[src/rtl/share_reporter.sv]
// Result-return path: queues winning (time, nonce) shares and streams each one
// as a 10-byte frame (sync, time, nonce, XOR checksum) over a valid/ready byte link.
module share_reporter #(
  parameter int         DEPTH     = 4,
  parameter logic [7:0] SYNC_BYTE = 8'hA5
) (
  input  logic                       CLK,
  input  logic                       RST,
  input  logic                       share_valid,
  input  logic [31:0]                share_time,
  input  logic [31:0]                share_nonce,
  output logic [7:0]                 tx_data,
  output logic                       tx_valid,
  input  logic                       tx_ready,
  output logic [$clog2(DEPTH+1)-1:0] fifo_count,
  output logic                       busy,
  output logic                       overflow
);

  localparam int PTR_W = $clog2(DEPTH);
  localparam int CNT_W = $clog2(DEPTH+1);

  typedef enum logic {IDLE, SEND} state_t;

  logic [63:0]      share_mem [DEPTH];
  logic [PTR_W-1:0] wr_ptr_reg;
  logic [PTR_W-1:0] rd_ptr_reg;
  logic [CNT_W-1:0] count_reg;
  logic [CNT_W-1:0] count_next;
  state_t           state_reg;
  state_t           state_next;
  logic [63:0]      frame_reg;
  logic [3:0]       index_reg;
  logic [3:0]       index_next;
  logic [7:0]       csum_reg;
  logic [7:0]       csum_next;
  logic             overflow_reg;

  logic             fifo_full;
  logic             fifo_empty;
  logic             pop;
  logic             push;
  logic             drop;
  logic             accept;
  logic [7:0]       payload_bytes [8];
  logic [7:0]       cur_byte;

  assign fifo_full  = (count_reg == CNT_W'(DEPTH));
  assign fifo_empty = (count_reg == '0);

  // A pop in the same cycle frees a slot, so a full FIFO still takes the share.
  assign push   = share_valid && (!fifo_full || pop);
  assign drop   = share_valid && fifo_full && !pop;
  assign accept = (state_reg == SEND) && tx_ready;

  // Payload byte k is frame_reg most-significant first: time[31:24] .. nonce[7:0].
  genvar gi;
  generate
    for (gi = 0; gi < 8; gi++) begin : g_payload
      assign payload_bytes[gi] = frame_reg[63-8*gi -: 8];
    end
  endgenerate

  always_comb begin
    cur_byte = 8'h00;
    if (index_reg == 4'd0) begin
      cur_byte = SYNC_BYTE;
    end else if (index_reg <= 4'd8) begin
      cur_byte = payload_bytes[3'(index_reg - 4'd1)];
    end else begin
      cur_byte = csum_reg;
    end
  end

  always_comb begin
    count_next = count_reg;
    case ({push, pop})
      2'b10:   count_next = count_reg + CNT_W'(1);
      2'b01:   count_next = count_reg - CNT_W'(1);
      default: count_next = count_reg;
    endcase
  end

  always_comb begin
    state_next = state_reg;
    index_next = index_reg;
    csum_next  = csum_reg;
    pop        = 1'b0;
    case (state_reg)
      IDLE: begin
        if (!fifo_empty) begin
          pop        = 1'b1;
          state_next = SEND;
          index_next = 4'd0;
          csum_next  = 8'h00;
        end
      end
      SEND: begin
        if (accept) begin
          index_next = index_reg + 4'd1;
          if (index_reg >= 4'd1 && index_reg <= 4'd8) begin
            csum_next = csum_reg ^ cur_byte;
          end
          if (index_reg == 4'd9) begin
            state_next = IDLE;
          end
        end
      end
      default: state_next = IDLE;
    endcase
  end

  // Storage array kept reset-free so it can map onto block RAM.
  always_ff @(posedge CLK) begin
    if (push) begin
      share_mem[wr_ptr_reg] <= {share_time, share_nonce};
    end
  end

  always_ff @(posedge CLK) begin
    if (RST) begin
      state_reg    <= IDLE;
      index_reg    <= 4'd0;
      csum_reg     <= 8'h00;
      wr_ptr_reg   <= '0;
      rd_ptr_reg   <= '0;
      count_reg    <= '0;
      overflow_reg <= 1'b0;
      frame_reg    <= 64'h0;
    end else begin
      state_reg <= state_next;
      index_reg <= index_next;
      csum_reg  <= csum_next;
      count_reg <= count_next;
      if (push) begin
        wr_ptr_reg <= wr_ptr_reg + PTR_W'(1);
      end
      if (pop) begin
        rd_ptr_reg <= rd_ptr_reg + PTR_W'(1);
        frame_reg  <= share_mem[rd_ptr_reg];
      end
      if (drop) begin
        overflow_reg <= 1'b1;
      end
    end
  end

  assign tx_valid   = (state_reg == SEND);
  assign tx_data    = tx_valid ? cur_byte : 8'h00;
  assign busy       = tx_valid;
  assign fifo_count = count_reg;
  assign overflow   = overflow_reg;

endmodule

[config.mk]
export PLATFORM = sky130hd
export DESIGN_NAME = share_reporter
export DESIGN_NICKNAME = d
export VERILOG_FILES = /design/src/rtl/share_reporter.sv
export SDC_FILE = /design/constraint.sdc
export NUM_CORES = 1
export LEC_CHECK = 0
export ABC_AREA = 1
export CAP_MARGIN = 15
export CORE_ASPECT_RATIO = 0.8
export CORE_MARGIN = 2
export CORE_UTILIZATION = 60
export CTS_CLUSTER_SIZE = 28
export DETAILED_ROUTE_END_ITERATION = 10
export PLACE_DENSITY = 0.87
export SLEW_MARGIN = 20
export SYNTH_ARGS = -nofsm -noshare
export SYNTH_HDL_FRONTEND = slang
export SYNTH_SLANG_ARGS = --single-unit
[constraint.sdc]
create_clock -name CLK -period 9.1 [get_ports CLK]
set_input_delay 1.82 -clock CLK [delete_from_list [all_inputs] [get_ports CLK]]
set_output_delay 1.82 -clock CLK [all_outputs]
set_load 0.05 [all_outputs]
# --- Word-level counts from Yosys, hierarchy flattened ---
# Memories as Yosys holds them, arrays and structs flattened. A register that Yosys moved wholly into a read port is not among the register bits.
# Index checks and enable logic that the tools add are counted.
totals:
  word_cells: 61
  input_bits: 68
  ram_bits: 256
  output_inout_bits: 14
  register_bits: 21
  memories: 1
classes:
  eq_ne: 7
  n_reduce_logical: 13
  n_lt_le_gt_ge: 3
  bitwise: 3
  mux: 21
  addsub: 6
memory_table:
  columns: ["name", "depth", "word_bits", "read_ports", "rd_ports_with_merged_regs", "wr", "line", "text"]
  rows:
  - ["share_mem", 4, 64, 1, 1, 1, "25", "logic [63:0] share_mem [DEPTH];"]
op_table:
  columns: ["operator", "n"]
  rows:
  - ["two-way mux 8 bit", 8]
  - ["binary-select mux 8 bit (select 3 bit)", 1]
  - ["case mux 8 bit (2 select lines)", 1]
  - ["two-way mux 4 bit", 2]
  - ["case mux 4 bit (2 select lines)", 1]
  - ["XOR 8 bit", 1]
  - ["two-way mux 1 bit", 6]
  - ["case mux 3 bit (2 select lines)", 1]
  - ["subtractor 3 x 1 -> 3 bit, second input constant", 2]
  - ["logical AND 1 bit", 5]
  - ["adder 2 x 1 -> 2 bit, second input constant", 2]
  - ["adder 4 x 1 -> 4 bit, second input constant", 1]
  - ["== test 4 bit, second input constant", 1]
  - [">= comparator 4 x 1 -> 1 bit, second input constant", 1]
  - [">= comparator 4 bit, second input constant", 1]
  - ["<= comparator 4 bit, second input constant", 1]
  - ["logical NOT 4 bit", 1]
  - ["!= test 2 x 1 -> 1 bit, second input constant", 2]
  - ["inverter 3 -> 4 bit", 1]
  - ["adder 3 x 1 -> 3 bit, second input constant", 1]
  - ["== test 3 bit, second input constant", 1]
  - ["logical NOT 3 bit", 1]
  - ["AND reduction 3 bit", 1]
  - ["== test 2 x 1 -> 1 bit, second input constant", 1]
  - ["8 further kinds", 9]

# --- Depth between registers and ports, before layout ---
# Gate-level depths: netlist of run 1.
depth:
  depth_word: 11
  mapped_depth: 14
  depth_no_buf: 11

# --- Least setup slack after synthesis of run 1 ---
# No wires, ideal clock.
synth_path:
  path_type: "in2reg"
  start: "in share_valid"
  end: "mem share_mem[0][0] (enable)"
  slack_ps: 3869
  path_buffers: 0
  setup_time_ps: 486
  required_ps: 8614
  path_stages: 3
  arrival_ps: 4745
  cell_sequence: "and2_1 -> inv_1 -> nor2_1"
synth_between:
  elab_chain_cells: 3
synth_lines:
  columns: ["item", "line", "text"]
  rows:
  - ["start, declared", "9", "input logic share_valid,"]
  - ["logical AND 1 bit", "52", "assign push = share_valid && (!fifo_full || pop);"]
  - ["two-way mux 1 bit", "115", "if (push) begin"]
  - ["two-way mux 1 bit (not written as such)", "116", "share_mem[wr_ptr_reg] <= {share_time, share_nonce};"]
  - ["end, declared", "25", null]
# No other way between the ends.

# --- Final worst setup path of run 1 ---
layout_path:
  start: "reg index_reg[0]"
  end: "out tx_data[3]"
layout_between:
  elab_chain_cells: 8
  elab_cells_between_ends: 10
  cone_classes: "add/sub (1); order compare (1); mux (6); bitwise (1); reduce/logical (1)"
layout_lines:
  columns: ["item", "line", "text"]
  rows:
  - ["start, declared", "33", "logic [3:0] index_reg;"]
  - ["start signal, assigned", "132", "index_reg <= index_next;"]
  - ["subtractor 3 x 1 -> 3 bit", "69", "cur_byte = payload_bytes[3'(index_reg - 4'd1)];"]
  - ["inverter 3 -> 4 bit (not written as such)", "69", null]
  - ["binary-select mux 8 bit (select 3 bit)", "69", null]
  - ["two-way mux 8 bit (not written as such) (2 in a row)", "69", null]
  - ["two-way mux 8 bit", "68", "end else if (index_reg <= 4'd8) begin"]
  - ["two-way mux 8 bit *", "66", "if (index_reg == 4'd0) begin"]
  - ["two-way mux 8 bit *", "149", "assign tx_data = tx_valid ? cur_byte : 8'h00;"]
  - ["end, declared", "12", "output logic [7:0] tx_data,"]
# Every way passes the cells marked *; elsewhere a longest branch is shown, timed or not. The select of a mux whose other input is x is not followed.

==> results of run 1 <==
## power groups by stage
| stage | clock [mW] | sequential [mW] | combinational [mW] |
|---|---|---|---|
| floorplan | 0 | 2.07 | 1.09 |
| global placement | 0 | 2.15 | 1.34 |
| detailed placement | 0 | 2.16 | 1.40 |
| CTS | 1.27 | 2.13 | 1.41 |
| global route | 1.34 | 2.15 | 1.60 |
| finish | 1.26 | 2.13 | 1.44 |
## per-stage QoR
stage          hold slack [ns]  power (mW)
5_1_grt                 0.4975       5.090
6_report                0.4692       4.832
3_5_place_dp            0.4502       3.561
3_3_place_gp            0.4410       3.489
4_1_cts                 0.4600       4.814
2_1_floorplan           0.4389       3.158
## cell usage in the layout (no fill, tap or decap), types with 2 or more instances in the layout
cell / synthesis / layout
a21oi_1: 22 / 22
clkinv_1: 0 / 4
nand4_1: 5 / 5
clkbuf_1: 37 / 8
ha_1: 9 / 9
clkbuf_8: 0 / 3
nor2_4: 2 / 6
buf_4: 7 / 10
nand3_1: 60 / 60
clkdlybuf4s50_1: 0 / 81
clkbuf_16: 0 / 31
o21ai_1: 2 / 2
dfxtp_4: 0 / 2
edfxtp_1: 256 / 256
clkinv_2: 1 / 7
dfxtp_1: 85 / 83
nor2_1: 270 / 266
inv_4: 2 / 2
nor2_2: 4 / 4
clkinv_4: 0 / 2
bufinv_16: 0 / 2
o21bai_1: 3 / 3
o21ai_0: 205 / 205
nand2_1: 102 / 102
nand2_2: 2 / 2
inv_1: 59 / 58
inv_2: 3 / 4
nand2_4: 2 / 2
a31oi_1: 64 / 64
## cell families (layout without fill, tap and decap cells)
kind of cell	count (synthesis)	after routing	synth area share, %
AO/OA/AOI/OAI	299	299	11.76
XOR/XNOR	3	3	0.3023
adder cells (fa/ha/maj)	10	10	0.9709
buffers and inverters	144	214	4.699
flip-flops	341	341	68.73
AND/OR/NAND/NOR	451	451	13.54
## worst min path at each step
stage                                         from                        to  slack (ns)  depth (start not counted)
after detailed placement  csum_reg[5]$_SDFFE_PP0P_  csum_reg[5]$_SDFFE_PP0P_        0.45                          2
after floorplan           csum_reg[0]$_SDFFE_PP0P_  csum_reg[0]$_SDFFE_PP0P_        0.44                          2
after global routing         overflow$_SDFFE_PP0P_     overflow$_SDFFE_PP0P_        0.50                          2
after CTS                 csum_reg[5]$_SDFFE_PP0P_  csum_reg[5]$_SDFFE_PP0P_        0.46                          2
final                     csum_reg[5]$_SDFFE_PP0P_  csum_reg[5]$_SDFFE_PP0P_        0.47                          2
after global placement       overflow$_SDFFE_PP0P_     overflow$_SDFFE_PP0P_        0.44                          2
## cells in the mapped netlist, types with 3 or more instances
library cell  instances
nor2_1              270
edfxtp_1            256
o21ai_0             205
nand2_1             102
dfxtp_1              85
a31oi_1              64
nand3_1              60
inv_1                59
clkbuf_1             37
buf_2                25
a21oi_1              22
ha_1                  9
buf_4                 7
buf_1                 5
buf_6                 5
nand4_1               5
nor2_2                4
inv_2                 3
o21bai_1              3
## layer usage
metal / routed length (um) / vias to the layer above
met1: 12830 / 4485
met4: 642 / 0
met2: 14600 / 443
li1: - / 4445
met3: 2612 / 55
met5: 0 / -
## layout make-up
| cell class | instances | area share, % |
|---|---|---|
| repair buffers | 92 | 5.858 |
| flip-flops and latches | 341 | 60.26 |
| clock buffers | 42 | 5.432 |
| well taps | 306 | 2.455 |
| inverters | 65 | 1.605 |
| clock inverters | 15 | 0.9148 |
| multi-input cells | 763 | 23.47 |
## worst max-delay path, stage by stage (launching register included)
cell	delay [ns]
dfxtp_1	0.31
buf_4	0.35
inv_4	0.24
ha_1	0.74
inv_2	0.27
nand3_1	0.17
nand3_1	0.11
nand3_1	0.23
nand2_1	0.10
nor2_1	0.09
clkdlybuf4s50_1	0.80
==> qor.csv, run 1 <==
metric;value;unit
max_slew_margin;29.32;%
fin_area;0.01559;mm^2
synth_ff_type;edfxtp_1;
async_flop_share;0;%
crit_start;index_reg[0]$_SDFFE_PP0P_;
setup_tns;0;ns
cts_root_buf;clkbuf_16;
regArea;0.009397;mm^2
synth-seq-area-share;68.73;%
drt_iter0_drc;1197;
reg2reg_slack;6.30;ns
synth_top_area_share;56.27;%
slew_violations;0;
hpwlAfterDp;17440;um
drive_gt1_share;6.525;%
swShare;36.21;%
diodes;0;
power_frac_comb;29.8;%
ir_drop;0.0001837;V
fp.dieW;172.7;um
drt-total-wl;30680;um
io_pins;82;
outcome;finished, final reports clean;
finalNetCount;1372;
nFillCells;1548;
hold_buffers;0;
max_freq;172.0;MHz
start_util;60.88;%
grt_util_met1;35.39;%
multiInputGateArea;0.003660;mm^2
cts_tree;built;
seq_power_share;44.1;%
rsz0062_at_grt;false;
yosys_warnings;0;
critPathCapture;tx_data[3];
netlist_area;0.01366;mm^2
fin_skew;0.01239;ns
use_met3;4.057;%
setup-violations-final;0;
core;0.02244;mm^2
postRouteAntennaNets;0;
worst_ep_arrival_time;3.99;ns
syn-mean-instance-area;10.95;um^2
p_clk_share;26.0;%
clk_path_buf_depth;3;
post-place-ws;3.976;ns
crit-reg2reg-launch;index_reg[0]$_SDFFE_PP0P_;
rr_worst_depth;11;
finalHoldViolCount;0;
portBuffers;81;
antenna_found_initial;0;
yosys-top-cells-area;edfxtp_1 (56%), dfxtp_1 (12%), o21ai_0 (7.5%);
gp_congestion;0.8436;
endpoint_kind;primary output;
grt_most_used_layer;met2;
grt_pass1_vias;9167;
drc;0;
syn_to_final_growth;14.14;%
vias;9428;
path_max_fanout;36;
cts.clk_slew.worst_paths;0.06;ns
grt-ovfl-total;0;
grt_max_degree;119;
die_h;139.0;um
cts_sinks;341;
p_switching;1.749;mW
gr-usage-all-layers;25.27;%
dr.pass1.iters;6;
htree_levels;1;
vias_per_cell;5.805;
startpoint_type;flip-flop;
cts_made_buffers;31;
syn-num-nets;1326;
synth_top_area_cell;edfxtp_1;
wl_per_cell;18.89;um
grt_pass1_wl;48200;um
p_int;3.082;mW
final_cell_count_no_fill;1624;
cts_resized;0;
p_per_area;309.9;mW/mm^2
utilization;69.49;%
finalCriticalPeriod;5.813;ns
gr-usage-met2;41.47;%
cp_data_required_time;7.28;ns
synthCells;1248;
ys_seq_elements;341;
finalWorstSetupSlack;3.287;ns
synth-edff-count;256;
dieArea;0.02400;mm^2
placed_area;0.01458;mm^2
dp_cells;1566;
post-route-period-util;63.88;%
hold_class;flip-flop to flip-flop;
cts_setup_buffers;0;
largest_reg_flops;256;
power.leakage;5.475;nW
r2r_end;csum_reg[7]$_SDFFE_PP0P_;
tightest_slew;1.060;ns
critPathKind;flip-flop to primary output;
insertion_delay;0.57;ns
row_count;49;
drv_cap;0;
synth.distinct_cells;36;
No activity file was read; power rests on OpenSTA's default activity.
==> run 2: changes to the inputs <==
--- a/config.mk
+++ b/config.mk
@@ -9,10 +9,10 @@
 export CAP_MARGIN = 15
 export CORE_ASPECT_RATIO = 0.8
 export CORE_MARGIN = 2
-export CORE_UTILIZATION = 60
+export CORE_UTILIZATION = 53
 export CTS_CLUSTER_SIZE = 28
 export DETAILED_ROUTE_END_ITERATION = 10
-export PLACE_DENSITY = 0.87
+export PLACE_DENSITY = 0.82
 export SLEW_MARGIN = 20
 export SYNTH_ARGS = -nofsm -noshare
 export SYNTH_HDL_FRONTEND = slang
==> constraint.sdc (replaced) <==
create_clock -name CLK -period 5.13 [get_ports CLK]
set_input_delay 1.026 -clock CLK [delete_from_list [all_inputs] [get_ports CLK]]
set_output_delay 1.026 -clock CLK [all_outputs]
set_load 0.05 [all_outputs]
==> run 2 against run 1 <==
Global-route usage decreased by 2.4 points. Cell count increased by 1.1%. Clock skew up 0.0026 ns. Design area up 0.38%. Power rose by 79%. Register-to-register slack worse by 4.1 ns. Clock-buffer cell count is 4 higher. Sequential share of layout area is 0.23 points lower. Worst setup slack lost 2.6 ns. Routed wire length barely moved. Via count decreased by 0.51%. Largest power group unchanged.
==> qor.csv, run 2 (synthesis gave the netlist of run 1 again) <==
metric;value;unit;change
portBuffers;81;;unchanged
p_per_area;551.1;mW/mm^2;+78%
dp_cells;1584;;+1.1%
outcome;finished, final reports clean;;
min_from;overflow$_SDFFE_PP0P_;;
syn_to_final_growth;14.58;%;
critPathKind;flip-flop to primary output;;
rr_worst_depth;4;;-7
hold_class;flip-flop to flip-flop;;
hpwlAfterDp;17570;um;+0.75%
worst_ep_arrival_time;3.46;ns;-0.53 ns
gp_congestion;0.8735;;+3.5%
cts_made_buffers;31;;unchanged
start_util;53.97;%;-6.9 points
post-route-period-util;87.42;%;
cts_resized;0;;unchanged
htree_levels;1;;unchanged
final_cell_count_no_fill;1642;;+1.1%
tightest_slew;1.062;ns;+0.001527 ns
finalCriticalPeriod;4.484;ns;
largest_reg_flops;256;;unchanged
fin_skew;0.01503;ns;+0.002642 ns
core;0.02531;mm^2;+13%
insertion_delay;0.57;ns;about the same
cp_slowest_cell;clkdlybuf4s50_1;;
gr-usage-all-layers;22.84;%;-2.4 points
drt_iter0_drc;1049;;-12%
drt-total-wl;30660;um;about the same
cts_setup_buffers;0;;unchanged
layout_commonest_cell;nor2_1;;
drive_gt1_share;6.677;%;+0.15 points
dr.pass1.iters;5;;-1
endpoint_kind;primary output;;
drv_cap;0;;unchanged
postRouteAntennaNets;0;;unchanged
whs_endpoint;overflow$_SDFFE_PP0P_;;
ir_drop;0.0003462;V;+88%
r2r_end;frame_reg[49]$_SDFFE_PP0P_;;
rsz0062_at_grt;false;;
cts.clk_slew.worst_paths;0.06;ns;about the same
clk_path_buf_depth;3;;unchanged
max_freq;223.0;MHz;
max_slew_margin;29.21;%;-0.10 points
antenna_found_initial;0;;unchanged
crit_chain;inv_4, ha_1, inv_2, nand3_1, nand3_1, nand3_1, a21oi_1, clkdlybuf4s50_1;;
dieArea;0.02708;mm^2;+13%
setup-violations-final;0;;unchanged
setup_tns;0;ns;unchanged
wl_per_cell;18.67;um;-1.2%
grt_pass1_vias;9279;;+1.2%
finalHoldViolCount;0;;unchanged
crit-reg2reg-launch;rd_ptr_reg[0]$_SDFFE_PP0P_;;
io_pins;82;;unchanged
holdWs;0.4603;ns;-0.008885 ns
min_path_cells;2;;unchanged
cts_tree;built;;
path_max_fanout;36;;unchanged
finalNetCount;1371;;-0.073%
nFillCells;1942;;+25%
hold_buffers;0;;unchanged
grt_max_degree;87;;-27%
drc;0;;unchanged
reg2reg_slack;2.20;ns;-4.10 ns
multiInputGateArea;0.003660;mm^2;unchanged
diodes;0;;unchanged
die_h;147.6;um;+6.2%
vias_per_cell;5.713;;-1.6%
grt_pass1_wl;48420;um;+0.46%
cp_common_cell;nand3_1;;
regArea;0.009397;mm^2;unchanged
cpPeakStageDelay;0.84;ns;+0.04 ns
cp_data_required_time;4.10;ns;-3.18 ns
startpoint_type;flip-flop;;
cts_sinks;341;;unchanged
final_cell_mix;nor2_1 (266), edfxtp_1 (256), o21ai_0 (205), nand2_1 (102), dfxtp_1 (83);;
vias;9380;;-0.51%
power.leakage;5.492;nW;+0.30%
fp.dieW;183.5;um;+6.3%
totalPowerFinal;8.626;mW;+79%
grt-ovfl-total;0;;unchanged
cts_root_buf;clkbuf_16;;
row_count;52;;+6.1%
slew_violations;0;;unchanged
-- run 2: where the power goes --
group          internal, mW  total [mW]  switching [mW]
sequential             3.43        3.82           0.387
clock                  1.36        2.33           0.967
combinational         0.756        2.48            1.72
-- run 2: worst max-delay path, delay by kind of cell (launching register included) --
| kind | cells | cell delay [ns] |
|---|---|---|
| buffers and inverters | 3 | 1.44 |
| adders and majority gates | 1 | 0.52 |
| AOI/OAI and AO/OA | 1 | 0.23 |
| and+or+nand+nor | 3 | 0.36 |
| DFF | 1 | 0.33 |
-- run 2: worst max path at each step --
stage	slack [ns]	startpoint	to
6_report	0.65	index_reg[0]$_SDFFE_PP0P_	tx_data[7]
5_1_grt	0.48	index_reg[0]$_SDFFE_PP0P_	tx_data[7]
4_1_cts	0.68	index_reg[0]$_SDFFE_PP0P_	tx_data[5]
3_5_place_dp	1.28	index_reg[0]$_SDFFE_PP0P_	tx_data[5]
3_3_place_gp	1.31	index_reg[0]$_SDFFE_PP0P_	tx_data[5]
2_1_floorplan	0.69	share_valid	share_mem[0][0]$_DFFE_PP_
-- run 2: per-stage QoR --
stage | util [%] | cell area [um^2] | setup WS [ns]
5_1_grt | 61.85 | 15650 | 0.4806
3_3_place_gp | 57.79 | 14630 | 1.306
2_1_floorplan | - | 13660 | 0.6926
3_5_place_dp | 57.79 | 14630 | 1.282
6_report | 61.85 | 15650 | 0.6456
4_1_cts | 61.84 | 15650 | 0.6754
-- run 2: layer usage --
metal	wire, um	track usage [%]
met1	13210	31.75
met2	14250	36.58
met3	2462	4.385
met4	743	7.480
met5	0	0
-- run 2: cell type report --
type / count / share of cell area (%)
Clock buffer: 46 / 5.508
Clock inverter: 12 / 1.047
Inverter: 65 / 1.607
Multi-Input combinational cell: 763 / 23.38
Sequential cell: 341 / 60.03
Tap cell: 324 / 2.590
Timing Repair Buffer: 91 / 5.835
==> run 3: changes to the inputs <==
--- a/config.mk
+++ b/config.mk
@@ -7,7 +7,6 @@
 export LEC_CHECK = 0
 export ABC_AREA = 1
 export CAP_MARGIN = 15
-export CORE_ASPECT_RATIO = 0.8
 export CORE_MARGIN = 2
 export CORE_UTILIZATION = 53
 export CTS_CLUSTER_SIZE = 28
==> run 3 against run 2 <==
Routed wire length is 2.9% higher. Cell count is 0.91% higher. Fmax is 0.89% higher. Utilization is 0.74 points higher. Via count is 0.64% higher. Largest power group unchanged. Design area is 0.98% higher. Clock power is 11% higher. Worst hold slack hardly changed. Critical path type unchanged. Global-route usage is 0.92 points higher. Clock-buffer cell count stayed put. Critical path depth is 1 higher.
==> qor.csv, run 3 (synthesis gave the netlist of run 1 again) <==
metric;value;unit;change
outcome;finished, final reports clean;;
largest_reg_flops;256;;unchanged
row_count;58;;+12%
setup_tns;0;ns;unchanged
final_cell_mix;nor2_1 (266), edfxtp_1 (256), o21ai_0 (205), nand2_1 (102), dfxtp_1 (83);;
startpoint_type;flip-flop;;
cts_setup_buffers;0;;unchanged
cts_sinks;341;;unchanged
path_max_fanout;36;;unchanged
setup-violations-final;0;;unchanged
p_per_area;564.2;mW/mm^2;+2.4%
hpwlAfterDp;18190;um;+3.5%
cts.clk_slew.worst_paths;0.06;ns;about the same
core;0.02525;mm^2;-0.22%
critPathKind;flip-flop to primary output;;
cp_common_cell;nand3_1;;
die_h;164.5;um;+11%
fin_skew;0.02185;ns;+0.006823 ns
insertion_delay;0.53;ns;-0.04 ns
cts_tree;built;;
hold_class;flip-flop to flip-flop;;
max_freq;225.0;MHz;+0.89%
gp_congestion;0.8691;;-0.50%
clk_path_buf_depth;3;;unchanged
cts_root_buf;clkbuf_16;;
portBuffers;81;;unchanged
grt_pass1_wl;48970;um;+1.1%
cp_data_required_time;4.10;ns;about the same
dr.pass1.iters;5;;unchanged
finalWorstSetupSlack;0.6854;ns;+0.03976 ns
syn_to_final_growth;15.71;%;
cpPeakStageDelay;0.82;ns;-0.02 ns
path_buf_inv;3;;unchanged
grt_max_degree;94;;+8.0%
slew_violations;0;;unchanged
post-route-period-util;86.64;%;-0.78 points
power.leakage;5.564;nW;+1.3%
cts_resized;0;;unchanged
worst_ep_arrival_time;3.42;ns;-0.04 ns
layout_commonest_cell;nor2_1;;
final_cell_count_no_fill;1657;;+0.91%
drt-total-wl;31540;um;+2.9%
drt_iter0_drc;1075;;+2.5%
rsz0062_at_grt;false;;
postRouteAntennaNets;0;;unchanged
grt_pass1_vias;9122;;-1.7%
io_pins;82;;unchanged
drv_cap;0;;unchanged
post-place-ws;1.230;ns;-0.05220 ns
vias_per_cell;5.697;;-0.27%
cts_made_buffers;35;;+13%
fp.dieW;164.5;um;-10%
crit_family;buffers and inverters;;
diodes;0;;unchanged
finalCriticalPeriod;4.445;ns;-0.03976 ns
vias;9440;;+0.64%
max_slew_margin;27.24;%;-2.0 points
start_util;54.09;%;+0.12 points
hold_buffers;0;;unchanged
grt-ovfl-total;0;;unchanged
ir_drop;0.0003925;V;+13%
wl_per_cell;19.04;um;+1.9%
drive_gt1_share;7.310;%;+0.63 points
endpoint_kind;primary output;;
drc;0;;unchanged
finalHoldViolCount;0;;unchanged
dieArea;0.02708;mm^2;about the same
finalNetCount;1378;;+0.51%
antenna_found_initial;0;;unchanged
cp_slowest_cell;clkdlybuf4s50_1;;
tightest_slew;1.091;ns;+0.02958 ns
crit_chain;inv_4, ha_1, inv_2, nand3_1, nand3_1, nand3_1, nand2_1, nor2_1, clkdlybuf4s50_1;;
gr-usage-all-layers;23.76;%;+0.92 points
dp_cells;1593;;+0.57%
htree_levels;2;;+1
run 3: cell types whose count changed in the layout (fill, tap and decap cells not counted), sizes merged:
cell	before	now
inv	64	65
clkdlybuf4s50	77	78
buf	14	16
bufinv	4	5
clkinvlp	1	2
clkinv	8	11
run 3: report_power, final:
group,internal [mW],switching [mW],total (mW)
clock,1.55,1.05,2.59
combinational,0.757,1.82,2.57
sequential,3.44,0.316,3.75
run 3: final timing paths:
| kind | startpoint | end | slack [ns] | cells after the start |
|---|---|---|---|---|
| max reg2reg | rd_ptr_reg[0]$_SDFFE_PP0P_ | frame_reg[22]$_SDFFE_PP0P_ | 2.38 | 4 |
| max | index_reg[0]$_SDFFE_PP0P_ | tx_data[1] | 0.69 | 9 |
| min reg2reg | csum_reg[7]$_SDFFE_PP0P_ | csum_reg[7]$_SDFFE_PP0P_ | 0.46 | 2 |
| min | csum_reg[7]$_SDFFE_PP0P_ | csum_reg[7]$_SDFFE_PP0P_ | 0.46 | 2 |
run 3: area by class of cell:
class / count / area [um^2]
clock inverters: 18 / 260.3
well taps: 330 / 412.9
clock buffers: 46 / 927.1
inverters: 65 / 251.5
multi-input cells: 763 / 3660
repair buffers: 94 / 900.9
flip-flops and latches: 341 / 9394
fillers: 1939 / 9448
run 3: routing by layer:
metal / track usage (%) / vias up / share of wire (%)
met3: 4.445 / 60 / 7.8
met5: 0 / - / 0
li1: - / 4454 / -
met2: 38.57 / 406 / 48
met4: 10.63 / 0 / 3.4
met1: 31.42 / 4520 / 41
run 3: metrics by stage:
step | hold WS, ns | instance area (um^2) | util (%) | total power [mW]
6_report | 0.4602 | 15810 | 62.59 | 8.917
3_3_place_gp | 0.4471 | 14620 | 57.88 | 6.250
3_5_place_dp | 0.4515 | 14620 | 57.88 | 6.329
4_1_cts | 0.4607 | 15810 | 62.58 | 8.940
5_1_grt | 0.4781 | 15810 | 62.59 | 9.402
2_1_floorplan | 0.4389 | 13660 | - | 5.602
run 3: worst reg2reg max path: stages (launching register included):
cell,delay [ns]
dfxtp_4,0.63
clkinv_2,0.86
buf_4,0.67
o21ai_0,0.29
a31oi_1,0.14
